<file path="config.mk">
export PLATFORM = sky130hd
export DESIGN_NAME = sm_ramp_ctrl
export DESIGN_NICKNAME = d
export VERILOG_FILES = /design/src/rtl/sm_ramp_ctrl.sv
export SDC_FILE = /design/constraint.sdc
export NUM_CORES = 1
export LEC_CHECK = 0
export ABC_AREA = 1
export CAP_MARGIN = 20
export CORE_MARGIN = 4
export CORE_UTILIZATION = 55
export DETAILED_ROUTE_END_ITERATION = 8
export PLACE_DENSITY_LB_ADDON = 0.2
export SYNTH_ARGS = -nofsm -noshare
export SYNTH_HDL_FRONTEND = slang
export SYNTH_SLANG_ARGS = --single-unit
</file>
<file path="constraint.sdc">
create_clock -name clk -period 9.88 [get_ports clk]
set_clock_uncertainty 0.15 [all_clocks]
set_input_delay 2.964 -clock clk [delete_from_list [all_inputs] [get_ports clk]]
set_output_delay 2.964 -clock clk [all_outputs]
set_load 0.01 [all_outputs]
</file>
<file path="src/rtl/sm_ramp_ctrl.sv">
// sm_ramp_ctrl -- trapezoidal speed-profile controller for the stepper drive.
//
// Sits upstream of the step-pulse generator and feeds it period words. It
// accelerates from n_start towards n_min, cruises, and decelerates back to
// n_start, so that the move ends after exactly `steps` generator pulses.
//
// Ports
//   clk        system clock (50 MHz)
//   rst        synchronous active-high reset
//   start      one-cycle move request, sampled only while idle
//   abort      one-cycle controlled-stop request, sampled only while busy
//   n_start    slowest period, used at the start and the end of a move
//   n_min      fastest (cruise) period, clamped to n_start
//   n_delta    period change per step while ramping
//   steps      total steps in the move
//   drv_step   step pulse fed back from the generator (rising edge counted)
//   N          period word to the generator
//   d_v        one-cycle strobe, generator latches N on it
//   drv_en_SM  generator enable
//   busy       high while a move is in progress
//   done       one-cycle pulse when a move or an abort completes
//   dbg_state  current FSM state (IDLE=0, ACCEL=1, CRUISE=2, DECEL=3)
//
// Handshake: start/abort are single-cycle requests with no acknowledge; a
// move is acknowledged by busy rising, completion by the one-cycle done.
// d_v is a one-cycle strobe with no back-pressure, issued whenever N changes
// and once at the start of every move.

module sm_ramp_ctrl #(
    parameter int SIZE = 16,
    parameter int CNT  = 16
) (
    input  logic            clk,
    input  logic            rst,
    input  logic            start,
    input  logic            abort,
    input  logic [SIZE-1:0] n_start,
    input  logic [SIZE-1:0] n_min,
    input  logic [SIZE-1:0] n_delta,
    input  logic [CNT-1:0]  steps,
    input  logic            drv_step,
    output logic [SIZE-1:0] N,
    output logic            d_v,
    output logic            drv_en_SM,
    output logic            busy,
    output logic            done,
    output logic [1:0]      dbg_state
);

    typedef enum logic [1:0] {
        S_IDLE   = 2'd0,
        S_ACCEL  = 2'd1,
        S_CRUISE = 2'd2,
        S_DECEL  = 2'd3
    } state_t;

    state_t          state_q, state_d;
    logic [SIZE-1:0] n_q, n_d;
    logic            dv_q, dv_d;
    logic            done_q, done_d;
    logic [CNT-1:0]  step_cnt_q, step_cnt_d;
    logic [CNT-1:0]  ramp_cnt_q, ramp_cnt_d;
    logic [CNT-1:0]  steps_q, steps_d;
    logic [SIZE-1:0] n_start_q, n_start_d;
    logic [SIZE-1:0] n_min_q, n_min_d;
    logic [SIZE-1:0] n_delta_q, n_delta_d;
    logic            step_d1_q;

    logic            step_ev;
    logic [SIZE-1:0] n_min_eff;
    logic [SIZE-1:0] n_dn;
    logic [CNT-1:0]  rem;
    logic [CNT:0]    target;

    // N + delta, computed one bit wider and clamped to the slow limit.
    function automatic logic [SIZE-1:0] up_clamp(input logic [SIZE-1:0] n,
                                                 input logic [SIZE-1:0] dlt,
                                                 input logic [SIZE-1:0] lim);
        logic [SIZE:0] sum;
        sum = {1'b0, n} + {1'b0, dlt};
        up_clamp = (sum > {1'b0, lim}) ? lim : sum[SIZE-1:0];
    endfunction

    assign n_min_eff = (n_min < n_start) ? n_min : n_start;
    // Saturating N - delta for the acceleration ramp.
    assign n_dn      = (n_q > n_delta_q) ? (n_q - n_delta_q) : '0;
    // The copy of drv_step keeps tracking while idle, so a level that is
    // already high when a move starts is not mistaken for a fresh edge.
    assign step_ev   = drv_step && !step_d1_q && (state_q != S_IDLE);

    always_comb begin
        state_d    = state_q;
        n_d        = n_q;
        dv_d       = 1'b0;
        done_d     = 1'b0;
        step_cnt_d = step_cnt_q;
        ramp_cnt_d = ramp_cnt_q;
        steps_d    = steps_q;
        n_start_d  = n_start_q;
        n_min_d    = n_min_q;
        n_delta_d  = n_delta_q;
        rem        = '0;
        target     = '0;

        if (state_q == S_IDLE) begin
            if (start) begin
                steps_d   = steps;
                n_start_d = n_start;
                n_min_d   = n_min_eff;
                n_delta_d = n_delta;
                if (steps == '0) begin
                    done_d = 1'b1;
                end else begin
                    n_d        = n_start;
                    dv_d       = 1'b1;
                    step_cnt_d = '0;
                    ramp_cnt_d = '0;
                    state_d    = ((n_delta == '0) || (n_start == n_min_eff)) ? S_CRUISE : S_ACCEL;
                end
            end
        end else begin
            if (step_ev) begin
                step_cnt_d = step_cnt_q + CNT'(1);
                rem        = steps_q - step_cnt_d;
                if (rem == '0) begin
                    state_d = S_IDLE;
                    done_d  = 1'b1;
                end else if ((state_q != S_DECEL) && (rem <= ramp_cnt_q)) begin
                    // Only as many steps left as were spent accelerating.
                    state_d = S_DECEL;
                    n_d     = up_clamp(n_q, n_delta_q, n_start_q);
                end else if (state_q == S_ACCEL) begin
                    if (n_dn <= n_min_q) begin
                        n_d     = n_min_q;
                        state_d = S_CRUISE;
                    end else begin
                        n_d = n_dn;
                    end
                    ramp_cnt_d = ramp_cnt_q + CNT'(1);
                end else if (state_q == S_DECEL) begin
                    n_d = up_clamp(n_q, n_delta_q, n_start_q);
                end
            end

            // Abort acts on the post-step counters so a coincident step is
            // counted first. Stopping takes as many steps as the ramp so far.
            if (abort && (state_d != S_IDLE)) begin
                target = {1'b0, step_cnt_d} + {1'b0, ramp_cnt_d};
                if (ramp_cnt_d == '0) begin
                    state_d = S_IDLE;
                    done_d  = 1'b1;
                end else if (state_d != S_DECEL) begin
                    state_d = S_DECEL;
                    steps_d = target[CNT-1:0];
                    n_d     = up_clamp(n_d, n_delta_q, n_start_q);
                end else if (target < {1'b0, steps_q}) begin
                    steps_d = target[CNT-1:0];
                end
            end

            dv_d = (n_d != n_q);
        end
    end

    always_ff @(posedge clk) begin
        if (rst) begin
            state_q    <= S_IDLE;
            n_q        <= '0;
            dv_q       <= 1'b0;
            done_q     <= 1'b0;
            step_cnt_q <= '0;
            ramp_cnt_q <= '0;
            steps_q    <= '0;
            n_start_q  <= '0;
            n_min_q    <= '0;
            n_delta_q  <= '0;
            step_d1_q  <= 1'b0;
        end else begin
            state_q    <= state_d;
            n_q        <= n_d;
            dv_q       <= dv_d;
            done_q     <= done_d;
            step_cnt_q <= step_cnt_d;
            ramp_cnt_q <= ramp_cnt_d;
            steps_q    <= steps_d;
            n_start_q  <= n_start_d;
            n_min_q    <= n_min_d;
            n_delta_q  <= n_delta_d;
            step_d1_q  <= drv_step;
        end
    end

    assign N         = n_q;
    assign d_v       = dv_q;
    assign done      = done_q;
    assign busy      = (state_q != S_IDLE);
    assign drv_en_SM = (state_q != S_IDLE);
    assign dbg_state = state_q;

endmodule

</file>
Yosys cells after proc, flatten, opt, wreduce, memory -nomap -nowiden

Index checks and enable logic that the tools add are counted.

Multiplexer cells: 58
Add/subtract/negate cells: 7
Equality and inequality tests: 9
Reduce and logical (&&, ||, !) cells: 18
$lt $le $gt $ge: 7

Operator list:

| kind                  | count |
|---|---|
| $mux 16               | 35 |
| $logic_not 16->1      | 4 |
| $add 16x16->17        | 3 |
| $gt 17x16->1          | 2 |
| $add 16x1->16 const B | 2 |
| $le 16x16->1          | 2 |
| $sub 16x16->16        | 2 |
| $mux 2                | 13 |
| $lt 17x16->1          | 1 |
| $eq 16x16->1          | 1 |
| $gt 16x16->1          | 1 |
| $lt 16x16->1          | 1 |
| $ne 16x16->1          | 1 |
| $mux 1                | 10 |
| $ne 2x2->1 const B    | 5 |
| $reduce_bool 2->1     | 3 |
| $logic_and 1x1->1     | 4 |
| $reduce_and 2->1      | 2 |
| $reduce_and 4->1      | 1 |
| $reduce_bool 3->1     | 1 |
| $eq 2x1->1 const B    | 1 |
| $eq 2x2->1 const B    | 1 |
| $logic_not 2->1       | 1 |
| $logic_not 1->1       | 1 |
| $logic_or 1x1->1      | 1 |

Word-level logic and storage cells: 110
Register bits after elaboration: 117
Output and inout bits: 22

Depth between registers and ports, before layout

Depth in word-level cells: 18
Depth in mapped cells: 67
Gate-level depth less buffers: 65

Worst setup path before layout

No wires, ideal clock.

Path type: input port to flip-flop
From: input port drv_step
To: register dv_q (netlist: d_v)
Setup time: 0.111 ns
Arrival: 7.954 ns
Path buffers: 2
Slack: 1.665 ns
Cell stages on the path: 44
Path through: inv_1 > nor2_1 > inv_1 > nor2_1 > inv_1 > a21oi_4 > inv_1 > buf_1 > nor2_1 > nand2_1 > o21ai_1 > ha_1 > nand2_1 > nand2_1 > a31oi_1 > o21ai_0 > a21oi_1 > o21bai_1 > [8 not listed] > inv_1 > ha_1 > nand4_1 > nor4_1 > nand3_1 > nand2_1 > buf_2 > nand2_1 > o21ai_0 > nand4_1 > nand2_1 > nand2_1 > nand2_1 > nand2_1 > nor2_1 > nand3_1 > nor2_1 > nor2_1

Word-level cells in the longest chain between the ends: 13
Elaborated cells on any way between the ends: 21
Classes of those cells: add/sub (1); order compare (1); eq/ne (2); mux (12); reduce/logical (5)

RTL lines:

| item                             | line | text |
|---|---|---|
| from (decl)                      | 41   | `input logic drv_step,` |
| $logic_and 1x1->1 * (2 in a row) | 89   | `assign step_ev = drv_step && !step_d1_q && (state_q != S_IDLE);` |
| $mux 16                          | 122  | `if (step_ev) begin` |
| $mux 16                          | 105  | `if (state_q == S_IDLE) begin` |
| $add 16x16->17                   | 80   | `sum = {1'b0, n} + {1'b0, dlt};` |
| $gt 17x16->1                     | 81   | `up_clamp = (sum > {1'b0, lim}) ? lim : sum[SIZE-1:0];` |
| $mux 16                          | 81   |  |
| $mux 16                          | 152  | `end else if (state_d != S_DECEL) begin` |
| $mux 16                          | 149  | `if (ramp_cnt_d == '0) begin` |
| $mux 16 *                        | 147  | `if (abort && (state_d != S_IDLE)) begin` |
| $mux 16 *                        | 105  |  |
| $ne 16x16->1 *                   | 161  | `dv_d = (n_d != n_q);` |
| $mux 1 *                         | 105  |  |
| to (signal assigned)             | 181  | `dv_q <= dv_d;` |
| to (decl)                        | 59   | `logic dv_q, dv_d;` |

Mark *: on every way between the ends. The rest lies on a longest branch, timed or not. The select of a mux whose other input is x is not followed.
A chain may end at the register's enable or synchronous reset.

Final worst setup path

From: register n_q[0] (netlist: N[0])
To: register dv_q (netlist: d_v)

Word-level cells in the longest chain between the ends: 18
Elaborated cells on any way between the ends: 32
Classes of those cells: add/sub (3); order compare (4); eq/ne (2); mux (21); reduce/logical (2)

RTL lines:

| item                                           | line     | text |
|---|---|---|
| from (decl)                                    | 58       | `logic [SIZE-1:0] n_q, n_d;` |
| from (signal assigned)                         | 180      | `n_q <= n_d;` |
| $add 16x16->17, or another cell as far along   | 80       |  |
| $gt 17x16->1 / $mux 16 (equally long branches) | 81, 86   |  |
| $mux 16 / $le 16x16->1 (equally long branches) | 81, 133  |  |
| $mux 16 (on tied branches)                     | 140, 133 |  |
| $mux 16                                        | 132      | `end else if (state_q == S_ACCEL) begin` |
| $mux 16                                        | 128      | `end else if ((state_q != S_DECEL) && (rem <= ramp_cnt_q)) begin` |
| $mux 16                                        | 125      | `if (rem == '0) begin` |
| $mux 16                                        | 122      |  |
| [2 not listed]                                 | --       |  |
| $gt 17x16->1                                   | 81       |  |
| $mux 16                                        | 81       |  |
| $mux 16                                        | 152      |  |
| $mux 16                                        | 149      |  |
| $mux 16                                        | 147      |  |
| $mux 16                                        | 105      |  |
| $ne 16x16->1 *                                 | 161      |  |
| $mux 1 *                                       | 105      |  |

Marks and branches as above.

==> flow_summary.ini <==
[synthesis]
ys.flop_type = dfxtp_1
synth_compound_area_share_pct = 20.1
yosys.area_share.xor_xnor_pct = 4.08
synth_top_family_by_area = simple AND/OR/NAND/NOR gates
synthArstFlopShare_pct = 0
ys_seq_elements = 117
ys_types = 60
syn-num-nets = 2487
avgSynthCellArea_um2 = 6.13
synth_edf_count = 0
ys_seq_area_share_pct = 17.1
netlist_area_mm2 = 0.0137
synthAdderAreaFrac_pct = 16.7
yosys.area_share.simple_pct = 30.4
synth.area.mux_share_pct = 0.219
ys_warn_count = 0
synth_cells = 2238

[sta]
fmax_mhz = 107
fin_crit_sh_pct = 94.4
worst_pin_slew_ns = 1.10
hold_ws_ns = 0.357
drv_slew = 0
finalSetupViolCount = 0
fin_crit_ns = 9.33
slew_headroom_pct = 26.2
worst_slack_ns = 0.552
finalHoldViolCount = 0

[final_layout]
layout_commonest_cell = nand2_1
utilization_pct = 64.0
areaGrowthSynthToFinish_pct = 14.0
antenna_cells = 0
fin_nets = 2556
final_cell_mix = nand2_1, inv_1, a21oi_1, nor2_1, ha_1
drive_gt1_share_pct = 5.57

[worst_setup_path]
path_buf_inv = 8
crit_path_end_kind = flip-flop
cp-start-kind = flip-flop
worstSetupPathType = reg -> reg
r2r_cells = 54
cp_slowest_cell = fa_1
path_common_cell = nand2_1
cp.required_ns = 10.06
cp_max_fo = 22
slowest_delay_ns = 0.40
crit_arrival_ns = 9.50
crit_cells = 54
cpLargestDelayFamily = simple AND/OR/NAND/NOR gates

[floorplan]
die_y_um = 166
start_util_pct = 56.2
core-area_mm2 = 0.0244
io_pins = 91
die_area_mm2 = 0.0275
die_x_um = 166
rows = 57

[cts]
numCtsBuffers = 17
cts_tree = built
worst_skew_pair.late_latency_ns = 0.44
root_buffer = clkbuf_16
cts.sinks = 117
cts_buffer_depth = 2
h-tree-depth = 4
clk_pin_slew_ns = 0.06

[global_routing]
use_met1_pct = 52.6
grt-ovfl-total = 0
grt_max_degree = 95
grt_pass1_vias = 14400
met3_usage_pct = 11.1
antenna_found_initial = 3
globalRouteMet2Util_pct = 55.2
grt_busiest_layer = met2
grt_pass1_wl_um = 82000
gr-usage-all-layers_pct = 37.8

[route]
wl_per_cell_um = 20.6
routed_wirelength_um = 54400
drtAntennaViolNets = 0
drt_iter0_markers = 2328
viasPerCell = 6.01
drc = 0
vias = 15900
firstDrtPassIters = 8

[min_path]
hold_class = reg -> reg
hold_depth = 2

[placed_design]
port_buffers = 90
place.gp.congestion = 1.08
dp_hpwl_um = 43200
post-place-ws_ns = 0.112

[power_and_ir_drop]
p_leak_uw = 0.00750
ir_drop_mv = 0.103
power_density_mw_per_mm2 = 171
fin_total_pwr_uw = 2670

[status]
status = finished clean

[run]
drv_cap = 0
## through the flow
stage | TNS (ns) | area [um2] | std cells
5_1_grt | -0.0968 | 15600 | 2642
3_3_place_gp | 0 | 14900 | 2605
4_1_cts | 0 | 15500 | 2636
3_5_place_dp | 0 | 14900 | 2606
6_report | 0 | 15600 | 2642
2_1_floorplan | 0 | 13700 | 2238
## Yosys cell counts (4+ instances only)
cell type | count | area, um2
o21bai_1 | 7 | 52.6
nor2_1 | 176 | 661
o31ai_1 | 4 | 30.0
clkbuf_1 | 54 | 203
a21o_1 | 4 | 30.0
buf_6 | 4 | 45.0
buf_1 | 7 | 26.3
ha_1 | 175 | 2190
a21oi_1 | 209 | 1050
nor3_1 | 27 | 135
nand4_1 | 48 | 300
inv_2 | 6 | 22.5
o22ai_1 | 25 | 156
nor2_2 | 5 | 31.3
o211ai_1 | 12 | 90.1
o21ai_0 | 170 | 851
or2_2 | 4 | 25.0
a211oi_1 | 7 | 52.6
xor2_1 | 49 | 429
nand2_1 | 555 | 2080
dfxtp_1 | 117 | 2340
nand3_1 | 111 | 556
xnor2_1 | 13 | 114
nand3b_1 | 8 | 60.1
nand2_2 | 12 | 75.1
inv_1 | 311 | 1170
o21ai_1 | 6 | 30.0
nor4_1 | 15 | 93.8
buf_2 | 7 | 35.0
a31oi_1 | 32 | 200
fa_1 | 5 | 100
a21boi_0 | 5 | 37.5
o21a_1 | 4 | 30.0
## per-layer routing
metal | vias up | share of wire (%)
li1 | 7591 | -
met1 | 7205 | 42
met2 | 929 | 41
met3 | 142 | 13
met4 | 8 | 3.9
met5 | - | 0.17
## final cells by class
| cell class | count | area [um2] |
|---|---|---|
| multi-input cells | 1723 | 9870 |
| fillers | 2361 | 8770 |
| flip-flops and latches | 117 | 2340 |
| inverters | 320 | 1210 |
| repair buffers | 127 | 1190 |
| clock buffers | 21 | 470 |
| well taps | 324 | 405 |
| clock inverters | 9 | 128 |
| repair inverters | 1 | 7.51 |
## path summary, 6_finish.rpt
kind	startpoint	endpoint	slack (ns)
worst max-delay path	N[0]	d_v	0.55
worst min-delay path	ramp_cnt_q[6]	ramp_cnt_q[6]	0.36
worst max register to register	N[0]	d_v	0.55
worst min register to register	ramp_cnt_q[6]	ramp_cnt_q[6]	0.36
## where the power goes
group / leakage (uW) / switching, uW / internal [uW]
Sequential: 0.000961 / 49.0 / 507
Clock: 0.000287 / 246 / 412
Combinational: 0.00625 / 968 / 486
Total: 0.00750 / 1260 / 1410
## registers in the layout, summed over array words and instances (netlist names)
| name | cells |
|---|---|
| step_d1_q | 1 |
| steps_q | 16 |
| d_v | 1 |
| n_delta_q | 16 |
| n_start_q | 16 |
| ramp_cnt_q | 16 |
| dbg_state | 2 |
| done | 1 |
| step_cnt_q | 16 |
| N | 16 |
| n_min_q | 16 |
## worst register-to-register path, delay by kind of cell (launching register included)
family | cells | cell delay [ns]
adder cells (fa/ha/maj) | 5 | 1.65
AND/OR/NAND/NOR | 27 | 3.18
XOR/XNOR | 1 | 0.26
AO/OA/AOI/OAI | 13 | 2.30
flip-flops | 1 | 0.39
buffers and inverters | 8 | 1.32
## cell families (layout without fill, tap and decap cells)
group | after synthesis | after routing
xor gates and xnor gates | 63 | 63
muxes | 3 | 3
buffers and inverters | 398 | 478
AOI/OAI and AO/OA | 502 | 502
and+or+nand+nor | 975 | 975
DFF | 117 | 117
adders and majority gates | 180 | 180
## timing repair
action                                  CTS  global route
gates resized for setup                   0            24
hold buffers                              0             0
buffers inserted                          0             5
endpoints found under the setup margin    0            18
No activity file was read; power rests on OpenSTA's default activity.
